File: config.mk
export PLATFORM = sky130hd
export DESIGN_NAME = thing_feeder
export DESIGN_NICKNAME = d
export VERILOG_FILES = /design/src/rtl/thing_feeder.sv
export SDC_FILE = /design/constraint.sdc
export NUM_CORES = 1
export LEC_CHECK = 0
export CAP_MARGIN = 20
export CELL_PAD_IN_SITES_DETAIL_PLACEMENT = 0
export CELL_PAD_IN_SITES_GLOBAL_PLACEMENT = 2
export CORE_MARGIN = 2
export CORE_UTILIZATION = 45
export DETAILED_ROUTE_END_ITERATION = 8
export GPL_ROUTABILITY_DRIVEN = 0
export PLACE_DENSITY_LB_ADDON = 0.1
export SYNTH_ARGS = -nofsm -noshare
export SYNTH_HDL_FRONTEND = slang
export SYNTH_SLANG_ARGS = --single-unit
File: constraint.sdc
create_clock -name clk -period 3.4 [get_ports clk]
set_input_delay 0.68 -clock clk [delete_from_list [all_inputs] [get_ports clk]]
set_output_delay 0.68 -clock clk [all_outputs]
set_load 0.02 [all_outputs]
File: src/rtl/thing_feeder.sv
// Item feeder: buffers upstream bytes in an 8-deep FIFO and issues them to the CIPU.
// ';' entries stall at the head until acknowledged; '$' ends the stream until reset.
module thing_feeder (
   input  logic       clk,
   input  logic       rst,
   input  logic       in_valid,
   input  logic [7:0] in_data,
   input  logic [3:0] in_num,
   output logic       in_ready,
   input  logic       done_thing,
   output logic [7:0] thing_in,
   output logic [3:0] thing_num,
   output logic       thing_vld,
   output logic       stream_end
);

   localparam logic [7:0] DELIM_CH = 8'h3B;
   localparam logic [7:0] END_CH   = 8'h24;

   typedef enum logic [1:0] {ST_ISSUE, ST_DELIM, ST_END} state_t;

   state_t      state, state_nxt;
   logic [11:0] mem [8];
   logic [2:0]  wptr, rptr;
   logic [3:0]  count;
   logic        push, pop, load, set_end, empty;
   logic [7:0]  head_data;
   logic [3:0]  head_num;

   assign empty     = (count == 4'd0);
   assign head_data = mem[rptr][11:4];
   assign head_num  = mem[rptr][3:0];
   assign in_ready  = (count < 4'd8) && !stream_end;
   assign push      = in_valid && in_ready;

   always_ff @(posedge clk) begin
      if (push) mem[wptr] <= {in_data, in_num};
   end

   always_ff @(posedge clk or negedge rst) begin
      if (!rst) begin
         wptr  <= '0;
         rptr  <= '0;
         count <= '0;
      end else begin
         if (push) wptr <= wptr + 3'd1;
         if (pop)  rptr <= rptr + 3'd1;
         case ({push, pop})
            2'b10:   count <= count + 4'd1;
            2'b01:   count <= count - 4'd1;
            default: count <= count;
         endcase
      end
   end

   always_ff @(posedge clk or negedge rst) begin
      if (!rst) state <= ST_ISSUE;
      else      state <= state_nxt;
   end

   always_comb begin
      state_nxt = state;
      case (state)
         ST_ISSUE: if (!empty) begin
            if (head_data == DELIM_CH)    state_nxt = ST_DELIM;
            else if (head_data == END_CH) state_nxt = ST_END;
         end
         ST_DELIM: if (done_thing) state_nxt = ST_ISSUE;
         default:  state_nxt = ST_END;
      endcase
   end

   // A delimiter is presented on entry to DELIM but only popped on acknowledge.
   always_comb begin
      pop     = 1'b0;
      load    = 1'b0;
      set_end = 1'b0;
      case (state)
         ST_ISSUE: if (!empty) begin
            load    = 1'b1;
            pop     = (head_data != DELIM_CH);
            set_end = (head_data == END_CH);
         end
         ST_DELIM: pop = done_thing;
         default: ;
      endcase
   end

   always_ff @(posedge clk or negedge rst) begin
      if (!rst) begin
         thing_in   <= 8'h00;
         thing_num  <= 4'h0;
         thing_vld  <= 1'b0;
         stream_end <= 1'b0;
      end else begin
         thing_vld <= load;
         if (load) begin
            thing_in  <= head_data;
            thing_num <= head_num;
         end
         if (set_end) stream_end <= 1'b1;
      end
   end

endmodule

==> flow_summary.json <==
{
  "result_of_the_run": "completed",
  "cts_tree": "done",
  "synth-edff-count": 96,
  "syn2layout_area_growth_pct": 24.64,
  "setup_viol_count_final": 0,
  "multi_input_area_um2": 1311,
  "leading_cell_type_in_the_layout_fill_and_taps_excluded": "sky130_fd_sc_hd__edfxtp_1",
  "clk_latency_ps": 510,
  "clkTransAtPathRegs_ps": 60,
  "cts-root-to-sink-buffers": 2,
  "min-delay-path-class": "reg -> reg",
  "max_slew.worst_pin.slew_ps": 468.4,
  "die_w_um": 108.8,
  "yosys_register_bits": 122,
  "power_leakage_nw": 2.237,
  "hold_buffers": 0,
  "synth.cell_area_um2": 4941,
  "cts_root_buf": "sky130_fd_sc_hd__clkbuf_8",
  "worst_vdd_rail_ir_drop_v": 0.0003997,
  "grt_max_degree": 28,
  "fraction_of_layout_instances_using_a_drive_strength_above_1": 0.2312,
  "detailedPlacementHpwl_um": 5670,
  "setup_repair_after_global_routing_missed_its_margin": "false",
  "number_of_sinks_handled_by_clock_tree_synthesis": 122,
  "finalHoldViolations": 0,
  "dominantRegCellSynth": "sky130_fd_sc_hd__edfxtp_1",
  "final_util": 0.5706,
  "timing.clock.skew_ps": 8.773,
  "end_kind": "flop",
  "synth.yosys.seq_area_share": 0.7151,
  "tritoncts.num_buffers": 17,
  "worst_path_arrival_ps": 3600,
  "postSynthCellCount": 273,
  "final_antenna_net_count": 0,
  "routed_via_density": 5.276,
  "grt_pass1_vias": 2517,
  "critical_path.max_fanout": 13,
  "drc": 0,
  "number_of_antenna_cells_inserted": 0,
  "synth_area_per_cell_um2": 18.10,
  "groute.usage.overall": 0.1751,
  "core-area_um2": 10790,
  "via_count": 2564,
  "post_cts_resize_count": 0,
  "num-nets-final": 355,
  "cts.htree.levels": 4,
  "floorplan.rows": 38,
  "max-cap-violations": 0,
  "num-fill-cells": 826,
  "ioPinCount": 31,
  "syn_nets": 295,
  "port_buffers": 30,
  "height_of_the_die_um": 108.8,
  "grt-ovfl-total": 0,
  "setup_total_negative_slack_ps": 0,
  "count_of_buffers_added_by_post_cts_timing_repair_for_setup": 0,
  "drtIter0Drc": 191,
  "criticalPathCategory": "reg -> reg",
  "most-common-layout-cells": "sky130_fd_sc_hd__edfxtp_1 (96), sky130_fd_sc_hd__clkdlybuf4s50_1 (30), sky130_fd_sc_hd__nand2_1 (25), sky130_fd_sc_hd__dfrtp_1 (25), sky130_fd_sc_hd__buf_4 (20)",
  "postSynth.asyncResetShare": 0.2131,
  "period_share": 0.9423,
  "cp_data_required_time_ps": 3790,
  "cellPowerDensity_nw_per_um2": 933.6,
  "routed_wire_length_per_instance_um": 19.10,
  "register_area_um2": 3535,
  "startpoint_type_of_the_worst_setup_path": "flop",
  "max_freq_mhz": 312.1,
  "timing_max_transition_violations_final": 0,
  "min-delay-start": "thing_in[2]",
  "finalWorstPathRequiredPeriod_ps": 3204,
  "r2r_start": "rptr[0]",
  "distinct_cell_type_count_after_synthesis": 40,
  "antenna_found_initial": 0,
  "die_area_um2": 11830,
  "initial_utilization": 0.4578,
  "grt_first_pass_wirelength_um": 14210,
  "dr.pass1.iters": 4,
  "crit_start": "rptr[0]",
  "relSlewSlack": 0.6849,
  "yosysWarnings": 0,
  "postRouteWirelength_um": 9283
}
-- state kept, by name, indices dropped and copies added (netlist names) --
name,count
wptr,3
thing_in,8
mem,96
thing_vld,1
thing_num,4
count,4
stream_end,1
state,2
rptr,3
-- synthesized netlist by cell type, drive strengths merged (4+ instances only) --
library cell	count	area (µm²)
edfxtp	96	2883
dfrtp	26	650.6
nand2	25	93.84
clkbuf	4	15.01
nor2	11	41.29
buf	8	61.31
ha	5	62.56
o21ai	12	60.06
mux2	6	67.56
inv	9	33.78
mux2i	9	90.09
mux4	24	585.6
-- power breakdown --
group          leakage, nW  total [mW]  switching, mW  internal, mW
sequential            1.18        2.03          0.138          1.89
clock                0.278        1.75          0.633          1.11
combinational        0.783        1.98           1.00         0.973
total                 2.24        5.75           1.77          3.98
-- path summary, 6_finish.rpt --
path                               end  slack, ps  depth (start not counted)
min in group asynchronous      wptr[0]        540                          2
max in group asynchronous      rptr[0]       2580                          2
hold / removal             thing_in[2]        480                          2
setup reg to reg              count[3]        200                         13
hold reg to reg            thing_in[2]        480                          2
setup / recovery              count[3]        200                         13
-- cells by family after synthesis --
logic type      count (synthesis)  synth area share
mux                            39            0.1504
compound gates                 23           0.03090
xor+xnor                        6           0.01064
buf+inv                        21           0.02228
fa+ha+maj                       6           0.01671
simple gates                   56           0.05394
flops                         122            0.7151
-- area by class of cell --
| cell class | instances | share of cell area |
|---|---|---|
| flip-flops and latches | 122 | 0.5740 |
| multi-input cells | 130 | 0.2129 |
| repair buffers | 53 | 0.08371 |
| clock buffers | 17 | 0.06725 |
| well taps | 140 | 0.02844 |
| clock inverters | 15 | 0.02824 |
| inverters | 9 | 0.005486 |
-- stage by stage --
stage          total power [mW]  worst slack, ps  hold slack (ps)  cell area (µm²)  std cells
2_1_floorplan             3.341            310.9            384.4             4941        273
3_3_place_gp              4.006            215.7            462.0             5540        453
3_5_place_dp              4.016            124.4            469.4             5540        453
4_1_cts                   5.777            114.1            482.0             6128        485
5_1_grt                   6.099            39.60            499.7             6158        486
6_report                  5.749            196.3            477.2             6158        486
-- metal layers --
metal	GRT usage	vias to the layer above	part of all wire
li1	-	1196	-
met1	0.2322	1290	0.46
met2	0.2754	68	0.48
met3	0.04662	10	0.045
met4	0.07418	0	0.014
met5	0	-	0
-- worst max-delay path, stage by stage (launching register included) --
cell and delay [ps]:
sky130_fd_sc_hd__dfrtp_2 420, sky130_fd_sc_hd__buf_12 170, sky130_fd_sc_hd__mux4_1 560, sky130_fd_sc_hd__mux2_2 310, sky130_fd_sc_hd__and4_4 200, sky130_fd_sc_hd__and2_4 150, sky130_fd_sc_hd__o21ai_0 160, sky130_fd_sc_hd__ha_1 190
sky130_fd_sc_hd__ha_1 230, sky130_fd_sc_hd__a21o_1 180, sky130_fd_sc_hd__a21oi_1 180, sky130_fd_sc_hd__xnor2_1 140, sky130_fd_sc_hd__nor2_1 60, sky130_fd_sc_hd__xor2_1 140
Note: power is estimated with default switching activity, not from simulation.
